## src/rtl/sram_arbiter.sv

```systemverilog
// Two-port arbiter in front of SRAM_CTR: grants one requester at a time,
// holds the command through BUSY, then pulses ack and returns read data.
module sram_arbiter #(
   parameter int FIXED_PRIO = 0,
   parameter int TIMEOUT    = 63
) (
   input  logic        clk,
   input  logic        rst,
   input  logic        p0_rd_req,
   input  logic        p0_wr_req,
   input  logic [15:0] p0_addr,
   input  logic [31:0] p0_wdata,
   input  logic        p1_rd_req,
   input  logic        p1_wr_req,
   input  logic [15:0] p1_addr,
   input  logic [31:0] p1_wdata,
   output logic        p0_ack,
   output logic [31:0] p0_rdata,
   output logic        p0_stall,
   output logic        p1_ack,
   output logic [31:0] p1_rdata,
   output logic        p1_stall,
   output logic        MEM_R_EN,
   output logic        MEM_W_EN,
   output logic [15:0] address,
   output logic [31:0] writeData,
   input  logic [31:0] readData,
   input  logic        SRAM_NOT_READY,
   output logic        grant,
   output logic        timeout_err
);

   localparam logic [1:0] S_IDLE = 2'd0;
   localparam logic [1:0] S_BUSY = 2'd1;
   localparam logic [1:0] S_RESP = 2'd2;

   logic [1:0]  state_q, state_d;
   logic        first_q, first_d;
   logic [7:0]  cnt_q, cnt_d;
   logic        op_rd_q, op_rd_d;
   logic        grant_q, grant_d;
   logic        last_q, last_d;
   logic [15:0] addr_q, addr_d;
   logic [31:0] wdata_q, wdata_d;
   logic [31:0] p0_rdata_q, p0_rdata_d;
   logic [31:0] p1_rdata_q, p1_rdata_d;
   logic        err_q, err_d;

   logic p0_req, p1_req, win;

   assign p0_req = p0_rd_req | p0_wr_req;
   assign p1_req = p1_rd_req | p1_wr_req;

   // Tie goes to port 0 in fixed mode, else to the port not served last.
   always_comb begin
      win = 1'b0;
      if (p0_req && p1_req) begin
         if (FIXED_PRIO != 0) win = 1'b0;
         else                 win = ~last_q;
      end else begin
         win = ~p0_req;
      end
   end

   always_comb begin
      state_d    = state_q;
      first_d    = first_q;
      cnt_d      = cnt_q;
      op_rd_d    = op_rd_q;
      grant_d    = grant_q;
      last_d     = last_q;
      addr_d     = addr_q;
      wdata_d    = wdata_q;
      p0_rdata_d = p0_rdata_q;
      p1_rdata_d = p1_rdata_q;
      err_d      = err_q;
      unique case (state_q)
         S_IDLE: begin
            if (p0_req || p1_req) begin
               grant_d = win;
               addr_d  = win ? p1_addr : p0_addr;
               wdata_d = win ? p1_wdata : p0_wdata;
               op_rd_d = win ? p1_rd_req : p0_rd_req;
               first_d = 1'b1;
               cnt_d   = 8'd0;
               state_d = S_BUSY;
            end
         end
         S_BUSY: begin
            first_d = 1'b0;
            // SRAM_CTR raises NOT_READY only combinationally in cycle one.
            if (!SRAM_NOT_READY && !first_q) begin
               state_d = S_RESP;
               if (op_rd_q) begin
                  if (grant_q) p1_rdata_d = readData;
                  else         p0_rdata_d = readData;
               end
            end else if (cnt_q == 8'(TIMEOUT - 1)) begin
               state_d = S_RESP;
               err_d   = 1'b1;
            end else begin
               cnt_d = cnt_q + 8'd1;
            end
         end
         S_RESP: begin
            last_d  = grant_q;
            state_d = S_IDLE;
         end
         default: state_d = S_IDLE;
      endcase
   end

   always_ff @(posedge clk) begin
      if (rst) begin
         state_q    <= S_IDLE;
         first_q    <= 1'b0;
         cnt_q      <= 8'd0;
         op_rd_q    <= 1'b0;
         grant_q    <= 1'b0;
         last_q     <= 1'b1;
         addr_q     <= 16'd0;
         wdata_q    <= 32'd0;
         p0_rdata_q <= 32'd0;
         p1_rdata_q <= 32'd0;
         err_q      <= 1'b0;
      end else begin
         state_q    <= state_d;
         first_q    <= first_d;
         cnt_q      <= cnt_d;
         op_rd_q    <= op_rd_d;
         grant_q    <= grant_d;
         last_q     <= last_d;
         addr_q     <= addr_d;
         wdata_q    <= wdata_d;
         p0_rdata_q <= p0_rdata_d;
         p1_rdata_q <= p1_rdata_d;
         err_q      <= err_d;
      end
   end

   assign MEM_R_EN    = (state_q == S_BUSY) &  op_rd_q;
   assign MEM_W_EN    = (state_q == S_BUSY) & ~op_rd_q;
   assign address     = addr_q;
   assign writeData   = wdata_q;
   assign grant       = grant_q;
   assign timeout_err = err_q;
   assign p0_ack      = (state_q == S_RESP) & ~grant_q;
   assign p1_ack      = (state_q == S_RESP) &  grant_q;
   assign p0_rdata    = p0_rdata_q;
   assign p1_rdata    = p1_rdata_q;
   assign p0_stall    = p0_req & ~p0_ack;
   assign p1_stall    = p1_req & ~p1_ack;

endmodule

```

## config.mk

```make
export PLATFORM = sky130hd
export DESIGN_NAME = sram_arbiter
export DESIGN_NICKNAME = d
export VERILOG_FILES = /design/src/rtl/sram_arbiter.sv
export SDC_FILE = /design/constraint.sdc
export NUM_CORES = 1
export LEC_CHECK = 0
export ABC_AREA = 1
export BUFFER_PORTS_ARGS = -buffer_cell sky130_fd_sc_hd__buf_2
export CAP_MARGIN = 20
export CORE_ASPECT_RATIO = 1.75
export CORE_MARGIN = 4
export CORE_UTILIZATION = 30
export CTS_CLUSTER_DIAMETER = 50
export DETAILED_ROUTE_END_ITERATION = 10
export PLACE_DENSITY_LB_ADDON = 0.05
export SETUP_SLACK_MARGIN = 0.05
export SYNTH_ARGS = -nofsm -noshare
export SYNTH_HDL_FRONTEND = slang
export SYNTH_SLANG_ARGS = --single-unit
```

## constraint.sdc

```tcl
create_clock -name clk -period 1.69 [get_ports clk]
set_input_delay 0.338 -clock clk [delete_from_list [all_inputs] [get_ports clk]]
set_output_delay 0.338 -clock clk [all_outputs]
set_load 0.02 [all_outputs]
```

==> run metrics <==
vias in the first global route=5773; async set or reset register ratio after synthesis=0%; dpl cells=1288; Synth area leaders=dfxtp_1 (46%), nor2_1 (17%), nand2_1 (12%), nand3_1 (5.3%), inv_1 (4.6%); final setup fails=0; Synth Net Count=between 900 and 1000; GR met2 Demand/Resource=a little under a third; synthesized cell area=5540 um2; first-pass GRT wire length=about 29 mm; largest net degree at the start of global routing=60; layer with the highest usage=met2; PortBufs=254; count of pins over their slew limit=0; DP Area=approximately 7000 um2; startpoint types=register; crit path from=state_q[0]; ANT cells=0; initial antenna violation count=2; Peak supply drop=between 0.6 and 0.7 mV; Yosys reg bits=about 130; grt met1 use=17.8%; CP required=around 1.4 ns; status=finished, final reports clean; DRT Pass-1 Iters=4; Total Power=9.20 mW; Cell Pwr Density=~1200 nW/um2; CTS H-Tree Depth=4; Starting Density=between 30% and 40%; CP endpoint kind=primary output; Worst-Margin Slew=approximately 0.3 ns; Hold Crit Class=input pin to register; Mean Syn Cell Area=roughly 6.7 um2; Yosys cell types=30; reg2reg setup slack=between 0.15 and 0.2 ns; Max Clock Skew=roughly 0.013 ns; top-count cell post-synth=nor2_1; EDFF count, synth=0; clock latency at the later pin of the worst-skew pair=between 0.4 and 0.5 ns; worst hold-check slack=about 0.18 ns; # nets final=approximately 1200; routed len/inst=roughly 13 um; most frequent cells after synthesis=nor2_1 (248), nand2_1 (180), dfxtp_1 (127); hold wc startpoint=readData[0]; Total Wirelength=17.6 mm; Worst R2R Start=state_q[0]; post-layout instance area=slightly below 8000 um2; FF+latch area=between 2000 and 3000 um2; full die area=slightly above 20000 um2; share of post-route cells with drive strength above 1=a little under a third; clock sink count=approximately 130; Vias=5738; fmax=624 MHz; final core utilization=a little over two fifths; Root Buffer=clkbuf_16; DP Worst Slack=roughly 0.095 ns; fin crit share=between 90% and 100%; CP Max Fanout=9; Yosys warnings=0; DP HPWL=about 13 mm; Fin. Hold Viols=0; Final ANT Viol Nets=0; critical path type=register to primary output; RSZ-0062 raised after global routing=yes; multi-input logic area=2470 um2; Leak=roughly 4.2 nW; top cell type's share of synthesized area=around 46%; Relative slew margins=around four fifths; max-cap viol count=0; min cycle time layout=1.60 ns; Main synth FF type=dfxtp_1; routed vias/inst=approximately 4.3; Seq/Total Area, Yosys=between 40% and 50%; CP arrival=about 1.3 ns; clock-pin slew on the worst setup and hold paths=~0.060 ns; Synth-to-Final Area Change=41.7%; # DRC=0; Fillers=2046; biggest area consumer among synthesized cells=dfxtp_1; number of cell rows=65; GR Util All Layers=between 15 and 20%; GPL Wtd Cong=~0.79; Die X=around 110 um; Die Y-Extent=roughly 190 um; CTS tree=built; Finished Layout Cells=about 1300; met3 Use GR=5.72%; total negative slack=0 ns; Iter 0 DRT Violations=191; Mapped Cells=827; Overflow after GRT=0; post-route setup slack=0.0865 ns; core box area=roughly 18000 um2; Max Root-Sink Buffers=2; CTS buffer count=17; # IOs=about 260
## cell families (layout without fill, tap and decap cells)
| logic type | Yosys count | after routing | share of synthesized area (%) |
|---|---|---|---|
| simple gates | 500 | 500 | 36.6 |
| flops | 127 | 127 | 45.9 |
| buf+inv | 120 | 384 | 9.92 |
| compound gates | 78 | 78 | 7.12 |
| fa+ha+maj | 2 | 2 | 0.452 |
## registers in the layout (all words and copies together), names as in the netlist
register,count
timeout_err,1
grant,1
address,16
first_q,1
state_q,2
p1_rdata,32
last_q,1
cnt_q,8
writeData,32
p0_rdata,32
op_rd_q,1
## power by group
part	internal, mW	switching (mW)
sequential	3.23	0.121
combinational	0.671	1.12
clock	2.67	1.39
## cell type report
class | instances | share of cell area [%]
timing repair buffer | 278 | 20.3
clock buffer | 19 | 5.64
clock inverter | 13 | 2.68
inverter | 74 | 3.64
multi-input combinational | 580 | 31.5
tap | 234 | 3.73
sequential | 127 | 32.5
## critical path, stage by stage (launching register included)
cell     delay [ns]
dfxtp_2        0.35
inv_4          0.05
nor2_4         0.10
inv_4          0.08
nor2_8         0.14
buf_6          0.13
## cell usage in the layout (no fill, tap or decap), drive strengths merged
cell type / instances
clkbuf: 19
o21ai: 67
buf: 278
dfxtp: 127
nor2: 251
nand4: 1
clkinv: 6
nor3: 2
a31oi: 1
o21bai: 1
inv: 74
and3: 1
ha: 2
a21oi: 9
nand2: 183
bufinv: 5
nor3b: 1
clkinvlp: 2
nand3: 61
## repair_timing
action | in CTS | in global routing
hold buffers | 0 | 0
pin swaps | 1 | 2
gates resized for setup | 16 | 5
buffers inserted | 3 | 2
endpoints found under the setup margin | 5 | 6
hold endpoints to repair | 0 | 0
cloned | 0 | 0
## layer usage
| metal | part of all wire (%) | routed length, um | up-vias |
|---|---|---|---|
| met5 | 0.12 | 21 | - |
| met4 | 1.7 | 295 | 4 |
| met3 | 7.2 | 1260 | 19 |
| met2 | 51 | 8990 | 181 |
| met1 | 40 | 7000 | 2498 |
| li1 | - | - | 3036 |
## worst paths after layout
| check | end | depth (start not counted) |
|---|---|---|
| worst min-delay path | p0_rdata[0] | 3 |
| worst max register to register | p0_rdata[14] | 9 |
| worst min register to register | last_q | 2 |
| worst max-delay path | MEM_R_EN | 5 |
Power figures use the tool's default switching activity.
